`src/rtl/pe_pkg.sv`:
```
// Shared types and constants for the row-stationary PE controller slice.
package pe_pkg;

    localparam int DATA_W_DEF = 16;
    localparam int LEN_W_DEF  = 6;
    localparam int TAPS       = 3;

    typedef enum logic [2:0] {
        IDLE,
        LOAD_W,
        FILL,
        RUN,
        FLUSH
    } state_t;

endpackage

```
`src/rtl/pe_row_ctrl_if.sv`:
```
// Weight, ifmap, incoming-psum and outgoing-psum valid/ready streams of one PE row.
interface pe_row_ctrl_if
    import pe_pkg::*;
#(
    parameter int DATA_W = DATA_W_DEF
);

    logic              w_valid;
    logic              w_ready;
    logic [DATA_W-1:0] w_data;

    logic              if_valid;
    logic              if_ready;
    logic [DATA_W-1:0] if_data;

    logic              ps_in_valid;
    logic              ps_in_ready;
    logic [DATA_W-1:0] ps_in_data;

    logic              ps_out_valid;
    logic              ps_out_ready;
    logic [DATA_W-1:0] ps_out_data;

    // master = GLB/NoC side, slave = the PE controller
    modport master (
        output w_valid, w_data, input w_ready,
        output if_valid, if_data, input if_ready,
        output ps_in_valid, ps_in_data, input ps_in_ready,
        input ps_out_valid, ps_out_data, output ps_out_ready
    );

    modport slave (
        input w_valid, w_data, output w_ready,
        input if_valid, if_data, output if_ready,
        input ps_in_valid, ps_in_data, output ps_in_ready,
        output ps_out_valid, ps_out_data, input ps_out_ready
    );

endinterface

```
`src/rtl/pe_mac3.sv`:
```
// 3-tap multiply-accumulate: psum + w0*x0 + w1*x1 + w2*x2, wrapped to DATA_W bits.
module pe_mac3
    import pe_pkg::*;
#(
    parameter int DATA_W = DATA_W_DEF
) (
    input  logic [DATA_W-1:0] w0,
    input  logic [DATA_W-1:0] w1,
    input  logic [DATA_W-1:0] w2,
    input  logic [DATA_W-1:0] x0,
    input  logic [DATA_W-1:0] x1,
    input  logic [DATA_W-1:0] x2,
    input  logic [DATA_W-1:0] psum,
    output logic [DATA_W-1:0] sum
);

    // The low DATA_W bits of a two's-complement sum of full-precision products
    // never depend on the upper bits, so the wrapped result is formed at DATA_W.
    always_comb begin
        sum = psum + (w0 * x0) + (w1 * x1) + (w2 * x2);
    end

endmodule

```
`src/rtl/pe_row_ctrl.sv`:
```
// Row-stationary PE controller: weight load, window fill, joint ifmap/psum streaming, flush.
module pe_row_ctrl
    import pe_pkg::*;
#(
    parameter int DATA_W = DATA_W_DEF,
    parameter int LEN_W  = LEN_W_DEF
) (
    input  logic             clk,
    input  logic             rst_n,
    input  logic             cfg_start,
    input  logic [LEN_W-1:0] cfg_len,
    input  logic             cfg_keep_w,
    output logic             cfg_err,
    output logic             busy,
    output logic             done,
    pe_row_ctrl_if.slave     bus
);

    state_t            state;
    logic [DATA_W-1:0] w0, w1, w2;
    logic [DATA_W-1:0] x0, x1;
    logic [LEN_W-1:0]  len;
    logic [LEN_W-1:0]  cnt;
    logic              out_valid;
    logic [DATA_W-1:0] out_data;
    logic [DATA_W-1:0] mac_sum;
    logic              out_free;
    logic              out_hs;
    logic              fire;

    pe_mac3 #(.DATA_W(DATA_W)) u_mac (
        .w0   (w0),
        .w1   (w1),
        .w2   (w2),
        .x0   (x0),
        .x1   (x1),
        .x2   (bus.if_data),
        .psum (bus.ps_in_data),
        .sum  (mac_sum)
    );

    always_comb begin
        out_free = !out_valid || bus.ps_out_ready;
        out_hs   = out_valid && bus.ps_out_ready;
        fire     = (state == RUN) && bus.if_valid && bus.ps_in_valid && out_free;
    end

    // ifmap and psum are consumed together so window position and psum index stay aligned
    assign bus.w_ready      = (state == LOAD_W);
    assign bus.if_ready     = (state == FILL) || ((state == RUN) && bus.ps_in_valid && out_free);
    assign bus.ps_in_ready  = (state == RUN) && bus.if_valid && out_free;
    assign bus.ps_out_valid = out_valid;
    assign bus.ps_out_data  = out_data;
    assign busy             = (state != IDLE);
    assign done             = (state == FLUSH) && out_hs;

    always_ff @(posedge clk or negedge rst_n) begin
        if (!rst_n) begin
            state     <= IDLE;
            w0        <= '0;
            w1        <= '0;
            w2        <= '0;
            x0        <= '0;
            x1        <= '0;
            len       <= '0;
            cnt       <= '0;
            out_valid <= 1'b0;
            out_data  <= '0;
            cfg_err   <= 1'b0;
        end else begin
            cfg_err <= 1'b0;
            case (state)
                IDLE: begin
                    if (cfg_start) begin
                        if (cfg_len < LEN_W'(TAPS)) begin
                            cfg_err <= 1'b1;
                        end else begin
                            len   <= cfg_len;
                            cnt   <= '0;
                            state <= cfg_keep_w ? FILL : LOAD_W;
                        end
                    end
                end
                LOAD_W: begin
                    if (bus.w_valid) begin
                        if (cnt == LEN_W'(0)) begin
                            w0 <= bus.w_data;
                        end else if (cnt == LEN_W'(1)) begin
                            w1 <= bus.w_data;
                        end else begin
                            w2 <= bus.w_data;
                        end
                        if (cnt == LEN_W'(TAPS - 1)) begin
                            cnt   <= '0;
                            state <= FILL;
                        end else begin
                            cnt <= cnt + LEN_W'(1);
                        end
                    end
                end
                FILL: begin
                    if (bus.if_valid) begin
                        if (cnt == LEN_W'(0)) begin
                            x0  <= bus.if_data;
                            cnt <= LEN_W'(1);
                        end else begin
                            x1    <= bus.if_data;
                            cnt   <= '0;
                            state <= RUN;
                        end
                    end
                end
                RUN: begin
                    if (fire) begin
                        out_data  <= mac_sum;
                        out_valid <= 1'b1;
                        x0        <= x1;
                        x1        <= bus.if_data;
                        cnt       <= cnt + LEN_W'(1);
                        // a row of L samples yields L-2 windows
                        if (cnt == len - LEN_W'(TAPS)) begin
                            state <= FLUSH;
                        end
                    end else if (out_hs) begin
                        out_valid <= 1'b0;
                    end
                end
                FLUSH: begin
                    if (out_hs) begin
                        out_valid <= 1'b0;
                        state     <= IDLE;
                    end
                end
                default: state <= IDLE;
            endcase
        end
    end

endmodule

```
`src/flat_wrapper.sv`:
```
// flat-port wrapper written by rule: the top's interface ports become plain ports
module pe_row_ctrl_flat import pe_pkg::*;
#(
    parameter int DATA_W = DATA_W_DEF,
    parameter int LEN_W  = LEN_W_DEF
)
  (clk, rst_n, cfg_start, cfg_len, cfg_keep_w, cfg_err, busy, done, bus_w_valid, bus_w_data, bus_w_ready, bus_if_valid, bus_if_data, bus_if_ready, bus_ps_in_valid, bus_ps_in_data, bus_ps_in_ready, bus_ps_out_valid, bus_ps_out_data, bus_ps_out_ready);
  pe_row_ctrl_if #(.DATA_W(DATA_W)) bus_i ();
  input  logic clk;
  input  logic rst_n;
  input  logic cfg_start;
  input  logic [LEN_W-1:0] cfg_len;
  input  logic cfg_keep_w;
  output logic cfg_err;
  output logic busy;
  output logic done;
  input wire logic [$bits(bus_i.w_valid)-1:0] bus_w_valid;
  input wire logic [$bits(bus_i.w_data)-1:0] bus_w_data;
  output wire logic [$bits(bus_i.w_ready)-1:0] bus_w_ready;
  input wire logic [$bits(bus_i.if_valid)-1:0] bus_if_valid;
  input wire logic [$bits(bus_i.if_data)-1:0] bus_if_data;
  output wire logic [$bits(bus_i.if_ready)-1:0] bus_if_ready;
  input wire logic [$bits(bus_i.ps_in_valid)-1:0] bus_ps_in_valid;
  input wire logic [$bits(bus_i.ps_in_data)-1:0] bus_ps_in_data;
  output wire logic [$bits(bus_i.ps_in_ready)-1:0] bus_ps_in_ready;
  output wire logic [$bits(bus_i.ps_out_valid)-1:0] bus_ps_out_valid;
  output wire logic [$bits(bus_i.ps_out_data)-1:0] bus_ps_out_data;
  input wire logic [$bits(bus_i.ps_out_ready)-1:0] bus_ps_out_ready;
  assign bus_i.w_valid = bus_w_valid;
  assign bus_i.w_data = bus_w_data;
  assign bus_w_ready = bus_i.w_ready;
  assign bus_i.if_valid = bus_if_valid;
  assign bus_i.if_data = bus_if_data;
  assign bus_if_ready = bus_i.if_ready;
  assign bus_i.ps_in_valid = bus_ps_in_valid;
  assign bus_i.ps_in_data = bus_ps_in_data;
  assign bus_ps_in_ready = bus_i.ps_in_ready;
  assign bus_ps_out_valid = bus_i.ps_out_valid;
  assign bus_ps_out_data = bus_i.ps_out_data;
  assign bus_i.ps_out_ready = bus_ps_out_ready;
  pe_row_ctrl #(.DATA_W(DATA_W), .LEN_W(LEN_W)) u_core (.clk(clk), .rst_n(rst_n), .cfg_start(cfg_start), .cfg_len(cfg_len), .cfg_keep_w(cfg_keep_w), .cfg_err(cfg_err), .busy(busy), .done(done), .bus(bus_i));
endmodule
```
`config.mk`:
```
export PLATFORM = sky130hd
export DESIGN_NAME = pe_row_ctrl_flat
export DESIGN_NICKNAME = d
export VERILOG_FILES = /design/src/rtl/pe_pkg.sv /design/src/rtl/pe_row_ctrl_if.sv /design/src/rtl/pe_mac3.sv /design/src/rtl/pe_row_ctrl.sv /design/src/flat_wrapper.sv
export SDC_FILE = /design/constraint.sdc
export NUM_CORES = 1
export LEC_CHECK = 0
export CORE_ASPECT_RATIO = 0.75
export CORE_MARGIN = 8
export CORE_UTILIZATION = 35
export DETAILED_ROUTE_END_ITERATION = 16
export GPL_ROUTABILITY_DRIVEN = 0
export PLACE_DENSITY_LB_ADDON = 0.12
export SETUP_SLACK_MARGIN = 0.2
export SYNTH_ARGS = -nofsm -noshare
export SYNTH_HDL_FRONTEND = slang
export SYNTH_SLANG_ARGS = --single-unit
```
`constraint.sdc`:
```
create_clock -name clk -period 20.4 [get_ports clk]
set_input_delay 3.06 -clock clk [delete_from_list [all_inputs] [get_ports clk]]
set_output_delay 3.06 -clock clk [all_outputs]
set_load 0.05 [all_outputs]
```
Yosys cells after proc, flatten, opt, wreduce, memory -nomap -nowiden --
Index checks and enable logic that the tools add are counted.
Word-level totals: output and inout port bits 23, bits in registers 113, bits of input ports 62, word-level logic and storage cells 99
Cells by class: reductions and logical operators 26, eq/ne operators 17, $lt $le $gt $ge 1, multiplexer cells 33, multiply operators 3, bitwise operators 3, $add $sub $neg 5
Operators by type and width (count):
- two-way mux 16 bit | 6
- case mux 16 bit (2 select lines) | 2
- adder 16 bit | 3
- multiplier 16 x 16 -> 16 bit | 3
- two-way mux 6 bit | 6
- two-way mux 3 bit | 9
- case mux 6 bit (4 select lines) | 1
- AND reduction 4 bit | 4
- case mux 3 bit (5 select lines) | 1
- != test 2 bit, second input constant | 7
- AND reduction 9 bit | 1
- logical AND 1 bit | 8
- adder 6 x 1 -> 6 bit, second input constant | 1
- == test 3 x 2 -> 1 bit, second input constant | 2
- == test 6 x 1 -> 1 bit, second input constant | 1
- == test 6 x 2 -> 1 bit, second input constant | 1
- == test 6 bit | 1
- logical NOT 6 bit | 1
- < comparator 6 x 2 -> 1 bit, second input constant | 1
- two-way mux 1 bit | 6
- != test 2 x 1 -> 1 bit, second input constant | 3
- AND reduction 3 bit | 2
- AND reduction 6 bit | 1
- subtractor 6 x 2 -> 6 bit, second input constant | 1
- 12 further kinds | 16

Longest topological paths before layout --
Gate-level depths: netlist of the first run.
depth after elaboration 6, mapped depth 27, mapped depth without buffers 26

Modules after synthesis --
From an unflattened synthesis of the first run, not the netlist that was laid out.
Unflattened totals: cell total of the unflattened synthesis 1774, area, all modules 17488.0 um^2
Modules (own cells, without submodules):
- pe_mac3 | sequential area each 0.0 um^2, times used 1, cells each 1386, area an instance 12579.6 um^2
- pe_row_ctrl | sequential area each 2827.7 um^2, times used 1, cells each 388, area an instance 4908.5 um^2

Worst setup path before layout of the first run --
Ideal clock, no wire load.
path kind input port to flip-flop, start in bus_if_data[3], end reg u_core.out_data[15] (netlist: u_core.bus.ps_out_data[15]), path slack 10868 ps, cell stages on the path 26, path buffers 1, required time 20271 ps, data arrival time 9402 ps, setup time 129 ps, cell sequence clkbuf_1 -> and2_1 -> fa_1 -> inv_1 -> fa_1 -> inv_1 -> fa_1 -> fa_1 -> inv_1 -> fa_1 -> inv_1 -> fa_1 -> fa_1 -> fa_1 -> inv_1 -> fa_1 -> inv_1 -> ha_1 -> o21ai_0 -> nand2b_1 -> nand4_1 -> a21oi_1 -> nor4_1 -> o21bai_1 -> xnor3_1 -> o21ai_1
Between the ends: word-level cells in the longest chain between the ends 2
RTL lines:
- start: declaration | line flat_wrapper.sv:21 | input wire logic [$bits(bus_i.if_data)-1:0] bus_if_data;
- multiplier 16 x 16 -> 16 bit | line pe_mac3.sv:20 | sum = psum + (w0 * x0) + (w1 * x1) + (w2 * x2);
- adder 16 bit | line pe_mac3.sv:20
- end signal: assignment | line pe_row_ctrl.sv:115 | out_data <= mac_sum;
- end: declaration | line pe_row_ctrl.sv:25 | logic [DATA_W-1:0] out_data;
Every way passes these cells. A chain may end at the register's enable or synchronous reset.

Worst setup path in the final report of the first run --
start in bus_if_data[2], end reg u_core.out_data[15] (netlist: u_core.bus.ps_out_data[15])
Same word-level chain as after synthesis.

==> results of run 1 <==
## worst max-delay path: stages
cell,delay [ns]
clkdlybuf4s50_1,0.83
and2_1,0.39
fa_1,0.50
fa_1,0.44
fa_1,0.50
fa_1,0.51
inv_1,0.07
fa_1,0.53
inv_1,0.05
fa_1,0.47
fa_1,0.51
fa_1,0.50
inv_1,0.05
fa_1,0.48
inv_1,0.04
ha_1,0.32
o21ai_0,0.18
nand2b_1,0.09
nand4_1,0.10
a21oi_1,0.07
nor4_1,0.33
o21bai_1,0.11
xnor3_1,0.37
o21ai_1,0.05
## final cells by class
| class | instances | area [µm²] | share of cell area, % |
|---|---|---|---|
| Clock buffer | 17 | 425 | 2.16 |
| Inverter | 385 | 1450 | 7.33 |
| Timing Repair Buffer | 99 | 951 | 4.82 |
| Multi-Input combinational cell | 1258 | 13100 | 66.3 |
| Sequential cell | 113 | 2830 | 14.3 |
| Antenna cell | 3 | 7.51 | 0.0381 |
| Tap cell | 657 | 822 | 4.17 |
| Clock inverter | 15 | 159 | 0.806 |
## through the flow
stage	worst slack, ns	util, %	instance area, µm²	total power, mW	std cells
floorplan	10.87	-	17600	0.244	1823
global placement	9.70	38.3	19100	0.273	2512
detailed placement	9.65	38.3	19100	0.273	2512
CTS	10.13	39.5	19700	0.589	2544
global route	9.73	39.5	19700	0.602	2544
finish	10.15	39.5	19700	0.581	2547
## state kept, by name, summed over array words and instances, names as in the netlist
register / count
u_core.bus.ps_out_valid: 1
u_core.state: 3
u_core.cnt: 6
u_core.w1: 16
u_core.x0: 16
u_core.len: 6
u_core.bus.ps_out_data: 16
u_core.x1: 16
u_core.w2: 16
u_core.cfg_err: 1
u_core.w0: 16
## final timing paths
kind                                         endpoint  depth (start not counted)                  startpoint  slack [ns]
max                        u_core.bus.ps_out_data[15]                         24              bus_if_data[2]       10.15
min                        u_core.bus.ps_out_data[10]                          2  u_core.bus.ps_out_data[10]        0.48
max reg2reg                u_core.bus.ps_out_data[15]                         23                u_core.x1[2]       12.80
min reg2reg                u_core.bus.ps_out_data[10]                          2  u_core.bus.ps_out_data[10]        0.48
max in group asynchronous   u_core.bus.ps_out_data[5]                          2                       rst_n       16.38
min in group asynchronous               u_core.w0[13]                          1                       rst_n        2.67
## logic make-up after synthesis
logic type,count (synthesis),share of synthesized area [%]
DFF,113,16.0
AOI/OAI and AO/OA,78,2.60
and+or+nand+nor,550,16.5
buffers and inverters,452,9.78
adders and majority gates,445,44.5
xor gates and xnor gates,109,5.79
muxes,76,4.85
## layout by cell type (no fill, tap or decap), drive strengths merged, types with 3 or more instances in the layout
master	instances
a21oi	19
clkdlybuf4s50	83
diode	3
nand3	6
clkinv	7
nand2	206
clkbuf	17
a31oi	19
a21o	5
o21ai	24
nand2b	5
buf	16
xnor2	86
o21bai	4
nor2b	8
inv	389
mux2	75
nor2	26
nor4	6
ha	143
xor2	21
or2	4
fa	302
dfrtp	113
nor3	8
and2	272
nor3b	4
## power groups by stage
stage                     clock network (mW)  registers, mW  logic [mW]
after global routing                   0.329          0.224      0.0493
after global placement                     0          0.228      0.0449
after CTS                              0.319          0.224      0.0454
final                                  0.313          0.224      0.0442
after detailed placement                   0          0.228      0.0452
after floorplan                            0          0.228      0.0157
## routing by layer
metal	share of wire, %	vias to the layer above
li1	-	5533
met4	2.1	0
met3	5.4	49
met2	42	279
met1	50	6161
met5	0	-
==> flow_metrics.py, run 1 <==
metrics = {
    "power": {
        "power.switching_mw": 0.157,
        "power.share.switching_pct": 27.1,
        "internal-power_mw": 0.424,
        "p_leak_nw": 9.44,
        "power_density_mw_per_mm2": 29.5,
        "power_frac_seq_pct": 38.6,
        "ir_drop_v": 0.0000555,
        "combPwrFrac_pct": 7.6,
        "clockPowerShare_pct": 53.8,
    },
    "die": {
        "pin_count": 85,
        "die_area_mm2": 0.0579,
        "start_util_pct": 35.3,
        "core_area_mm2": 0.0499,
        "rows": 71,
        "die_w_um": 275,
        "die_h_um": 210,
    },
    "synth": {
        "yosys.area.top_type": "fa_1",
        "syn_avg_cell_area_um2": 9.67,
        "synth_top_area_share_pct": 34.3,
        "synth_edf_count": 0,
        "yosys-top-cells-count": "inv_1, fa_1, and2_1",
        "synth_flop_cell": "dfrtp_1",
        "synth_area_leaders": "fa_1, dfrtp_1, ha_1, and2_1, inv_1",
        "yosys_register_bits": 113,
        "synth.distinct_cells": 46,
        "syn_nets": 2330,
        "syn_inst": 1823,
        "synthesis.area_mm2": 0.0176,
        "synthArstFlopShare_pct": 100,
        "synth_seq_area_share_pct": 16.0,
        "yosysWarningCount": 0,
        "yosysMostFrequentCell": "inv_1",
    },
    "clock_network": {
        "cts_made_buffers": 17,
        "h-tree-depth": 4,
        "cts_tree": "yes",
        "root_buffer": "clkbuf_16",
        "clkSinkCount": 113,
        "clk_pin_slew_ns": 0.07,
        "postCtsSetupBuffers": 0,
        "insertion_delay_ns": 0.44,
        "cts.hold.buffers_added": 0,
        "cts_resized": 0,
        "cts_buffer_depth": 2,
    },
    "run_status": {
        "status": "finished clean",
    },
    "route": {
        "drt-initial-drc-count": 743,
        "via_per_inst": 4.72,
        "num_vias": 12000,
        "wl_per_cell_um": 21.1,
        "drt-total-wl_um": 53800,
        "dr.pass1.iters": 4,
        "post-route-drc-count": 0,
        "detail-route-antenna-nets": 0,
    },
    "critical_path": {
        "cp-start-kind": "input pin",
        "cp_max_fo": 16,
        "cp-end-kind": "register",
        "required_ns": 20.72,
        "crit_arrival_ns": 10.57,
        "crit_type": "in -> reg",
    },
    "grt": {
        "antenna_found_initial": 0,
        "grt_overflow": 0,
        "gr-usage-met2_pct": 28.0,
        "grt_pass1_vias": 13000,
        "grt_pass1_wl_um": 82900,
        "busiest_layer": "met1",
        "use_met1_pct": 29.4,
        "grt_usage_pct": 19.2,
        "grt_max_degree": 64,
        "grtUsageMet3_pct": 3.22,
    },
    "timing": {
        "skew_ns": 0.0114,
        "relSlewSlack_pct": 27.4,
        "final.setup.tns_ns": 0,
        "drv_slew": 0,
        "worst_pin_slew_ns": 1.09,
        "setup_violations": 0,
        "fin_crit_sh_pct": 50.3,
        "period_needed_ns": 10.25,
        "rsz0062_at_grt": "false",
        "hold_ws_ns": 0.476,
        "fmax_mhz": 97.5,
        "finalHoldViolCount": 0,
    },
    "cells_and_area": {
        "drive_gt1_share_pct": 7.90,
        "finalNetCount": 2381,
        "nFillCells": 5060,
        "syn2layout_area_growth_pct": 11.9,
    },
    "placement": {
        "dp_hpwl_um": 43700,
        "portBuffers": 84,
    },
    "job": {
        "cap_violations": 0,
    },
    "min_path": {
        "hold_path.class": "reg -> reg",
    },
}
Note: power is estimated with default switching activity, not from simulation.
==> run 2, diff against run 1 <==
==> constraint.sdc (replaced) <==
create_clock -name clk -period 8.8 [get_ports clk]
set_input_delay 1.32 -clock clk [delete_from_list [all_inputs] [get_ports clk]]
set_output_delay 1.32 -clock clk [all_outputs]
set_load 0.05 [all_outputs]
==> run 2 against run 1 <==
  * Global-route usage rose by 0.50 points
  * Sequential power up 130%
  * Final area up 0.58%
  * Via count increased by 2.8%
  * Sequential share of layout area fell by 0.082 points
  * Critical endpoint unchanged
==> flow_metrics.py, run 2 (same netlist as run 1, synthesis figures left out) <==
metrics = {
    "run_status": {
        "status": "finished clean",
    },
    "grt": {
        "grt_pass1_wl_um": 84800,
        "grt_overflow": 0,
        "grt_usage_pct": 19.7,
        "grt_max_degree": 76,
        "grt_pass1_vias": 13300,
        "antenna_found_initial": 1,
    },
    "job": {
        "cap_violations": 0,
    },
    "route": {
        "drt-initial-drc-count": 637,
        "post-route-drc-count": 0,
        "dr.pass1.iters": 5,
        "num_vias": 12400,
        "drt-total-wl_um": 55200,
        "detail-route-antenna-nets": 0,
        "wl_per_cell_um": 21.5,
        "via_per_inst": 4.81,
    },
    "die": {
        "die_area_mm2": 0.0579,
        "start_util_pct": 35.3,
        "die_w_um": 275,
        "core_area_mm2": 0.0499,
        "rows": 71,
        "pin_count": 85,
        "die_h_um": 210,
    },
    "cells_and_area": {
        "syn2layout_area_growth_pct": 12.5,
        "finalNetCount": 2402,
        "nFillCells": 5046,
        "layout_commonest_cell": "inv_1",
        "stdcell_count": 2567,
        "layout_common_cells": "inv_1, fa_1, and2_1",
        "drive_gt1_share_pct": 8.91,
    },
    "clock_network": {
        "cts_made_buffers": 17,
        "cts_tree": "yes",
        "insertion_delay_ns": 0.44,
        "cts_buffer_depth": 2,
        "postCtsSetupBuffers": 0,
        "h-tree-depth": 4,
        "clk_pin_slew_ns": 0.07,
        "root_buffer": "clkbuf_16",
        "cts_resized": 0,
        "cts.hold.buffers_added": 0,
        "clkSinkCount": 113,
    },
    "timing": {
        "final.setup.tns_ns": 0,
        "skew_ns": 0.0167,
        "worst_pin_slew_ns": 1.17,
        "relSlewSlack_pct": 22.2,
        "setup_violations": 0,
        "drv_slew": 0,
        "fmax_mhz": 121,
        "fin_crit_sh_pct": 94.0,
        "rsz0062_at_grt": "false",
        "period_needed_ns": 8.27,
        "finalHoldViolCount": 0,
    },
    "critical_path": {
        "crit_type": "in -> reg",
        "required_ns": 9.11,
        "cp-start-kind": "input pin",
        "crit_arrival_ns": 8.58,
        "cp_max_fo": 8,
        "cp-end-kind": "register",
    },
    "placement": {
        "portBuffers": 84,
        "dp_hpwl_um": 44900,
        "dpl.cell_count": 2533,
    },
    "min_path": {
        "hold_path.class": "reg -> reg",
    },
    "power": {
        "ir_drop_v": 0.000124,
        "p_leak_nw": 9.52,
        "power_density_mw_per_mm2": 66.2,
    },
}
## run 2: changes by cell type in the layout (fill, tap and decap cells not counted)
cell / previous run / this run
buf_4: 16 / 37
inv_6: 3 / 6
bufinv_16: 2 / 0
clkinv_4: 3 / 1
clkbuf_8: 0 / 1
clkinvlp_4: 2 / 3
diode_2: 3 / 2
inv_8: 1 / 0
## run 2: final cells by class
type                    count  area [µm²]  share of cell area, %
diodes                      2        5.00                 0.0252
clock buffers              18         439                   2.22
clock inverters            14         104                  0.524
inverters                 385        1450                   7.29
multi-input cells        1258       13100                   65.9
flip-flops and latches    113        2830                   14.3
well taps                 657         822                   4.15
repair buffers            120        1110                   5.59
## run 2: worst paths after layout
kind / startpoint / end / slack, ns / cells past startpoint
hold / removal: u_core.bus.ps_out_data[4] / u_core.bus.ps_out_data[4] / 0.48 / 2
setup reg to reg: u_core.w1[2] / u_core.bus.ps_out_data[15] / 1.18 / 23
hold reg to reg: u_core.bus.ps_out_data[4] / u_core.bus.ps_out_data[4] / 0.48 / 2
setup / recovery: bus_if_data[0] / u_core.bus.ps_out_data[15] / 0.53 / 24
max in group asynchronous: rst_n / u_core.x0[15] / 6.53 / 2
min in group asynchronous: rst_n / u_core.w0[11] / 1.07 / 1
## run 2: metrics by stage
| step | area, µm² | hold slack (ns) | worst slack [ns] | util, % | total power, mW |
|---|---|---|---|---|---|
| floorplan | 17600 | 0.480 | 1.01 | - | 0.566 |
| global placement | 19300 | 0.464 | 0.194 | 38.6 | 0.638 |
| detailed placement | 19300 | 0.470 | 0.0938 | 38.6 | 0.639 |
| CTS | 19800 | 0.484 | 0.557 | 39.7 | 1.33 |
| global route | 19800 | 0.504 | 0.218 | 39.7 | 1.35 |
| finish | 19800 | 0.476 | 0.527 | 39.7 | 1.31 |
## run 2: worst max-delay path, stage by stage
cell and delay [ns]:
clkdlybuf4s50_1 0.62, and2_1 0.30, fa_1 0.57, fa_1 0.45
fa_1 0.50, fa_1 0.50, inv_1 0.07, fa_1 0.53
inv_1 0.05, fa_1 0.48, fa_1 0.50, fa_1 0.50
inv_1 0.05, fa_1 0.48, inv_1 0.04, ha_1 0.32
o21ai_0 0.19, nand2b_1 0.10, nand4_1 0.09, a21oi_1 0.06
nor4_1 0.32, o21bai_1 0.10, xnor3_1 0.36, o21ai_1 0.05
## run 2: report_power, final
part,switching [mW],internal (mW)
clock network,0.314,0.371
registers,0,0.519
logic,0.0616,0.0468
## run 2: metal layers
metal | part of all wire (%) | routed length [µm] | track usage, % | vias up
met4 | 1.5 | 854 | 3.99 | 0
met5 | 0 | 0 | 0 | -
met2 | 43 | 23600 | 29.5 | 347
li1 | - | - | - | 5575
met3 | 5.3 | 2910 | 3.07 | 46
met1 | 50 | 27900 | 30.0 | 6388
==> run 3, diff against run 2 <==
--- a/config.mk
+++ b/config.mk
@@ -8,6 +8,7 @@
 export CORE_ASPECT_RATIO = 0.75
 export CORE_MARGIN = 8
 export CORE_UTILIZATION = 35
+export CTS_CLUSTER_SIZE = 20
 export DETAILED_ROUTE_END_ITERATION = 16
 export GPL_ROUTABILITY_DRIVEN = 0
 export PLACE_DENSITY_LB_ADDON = 0.12
==> results of run 3 <==
No change in the layout: final DEF, timing and power equal those of run 2.
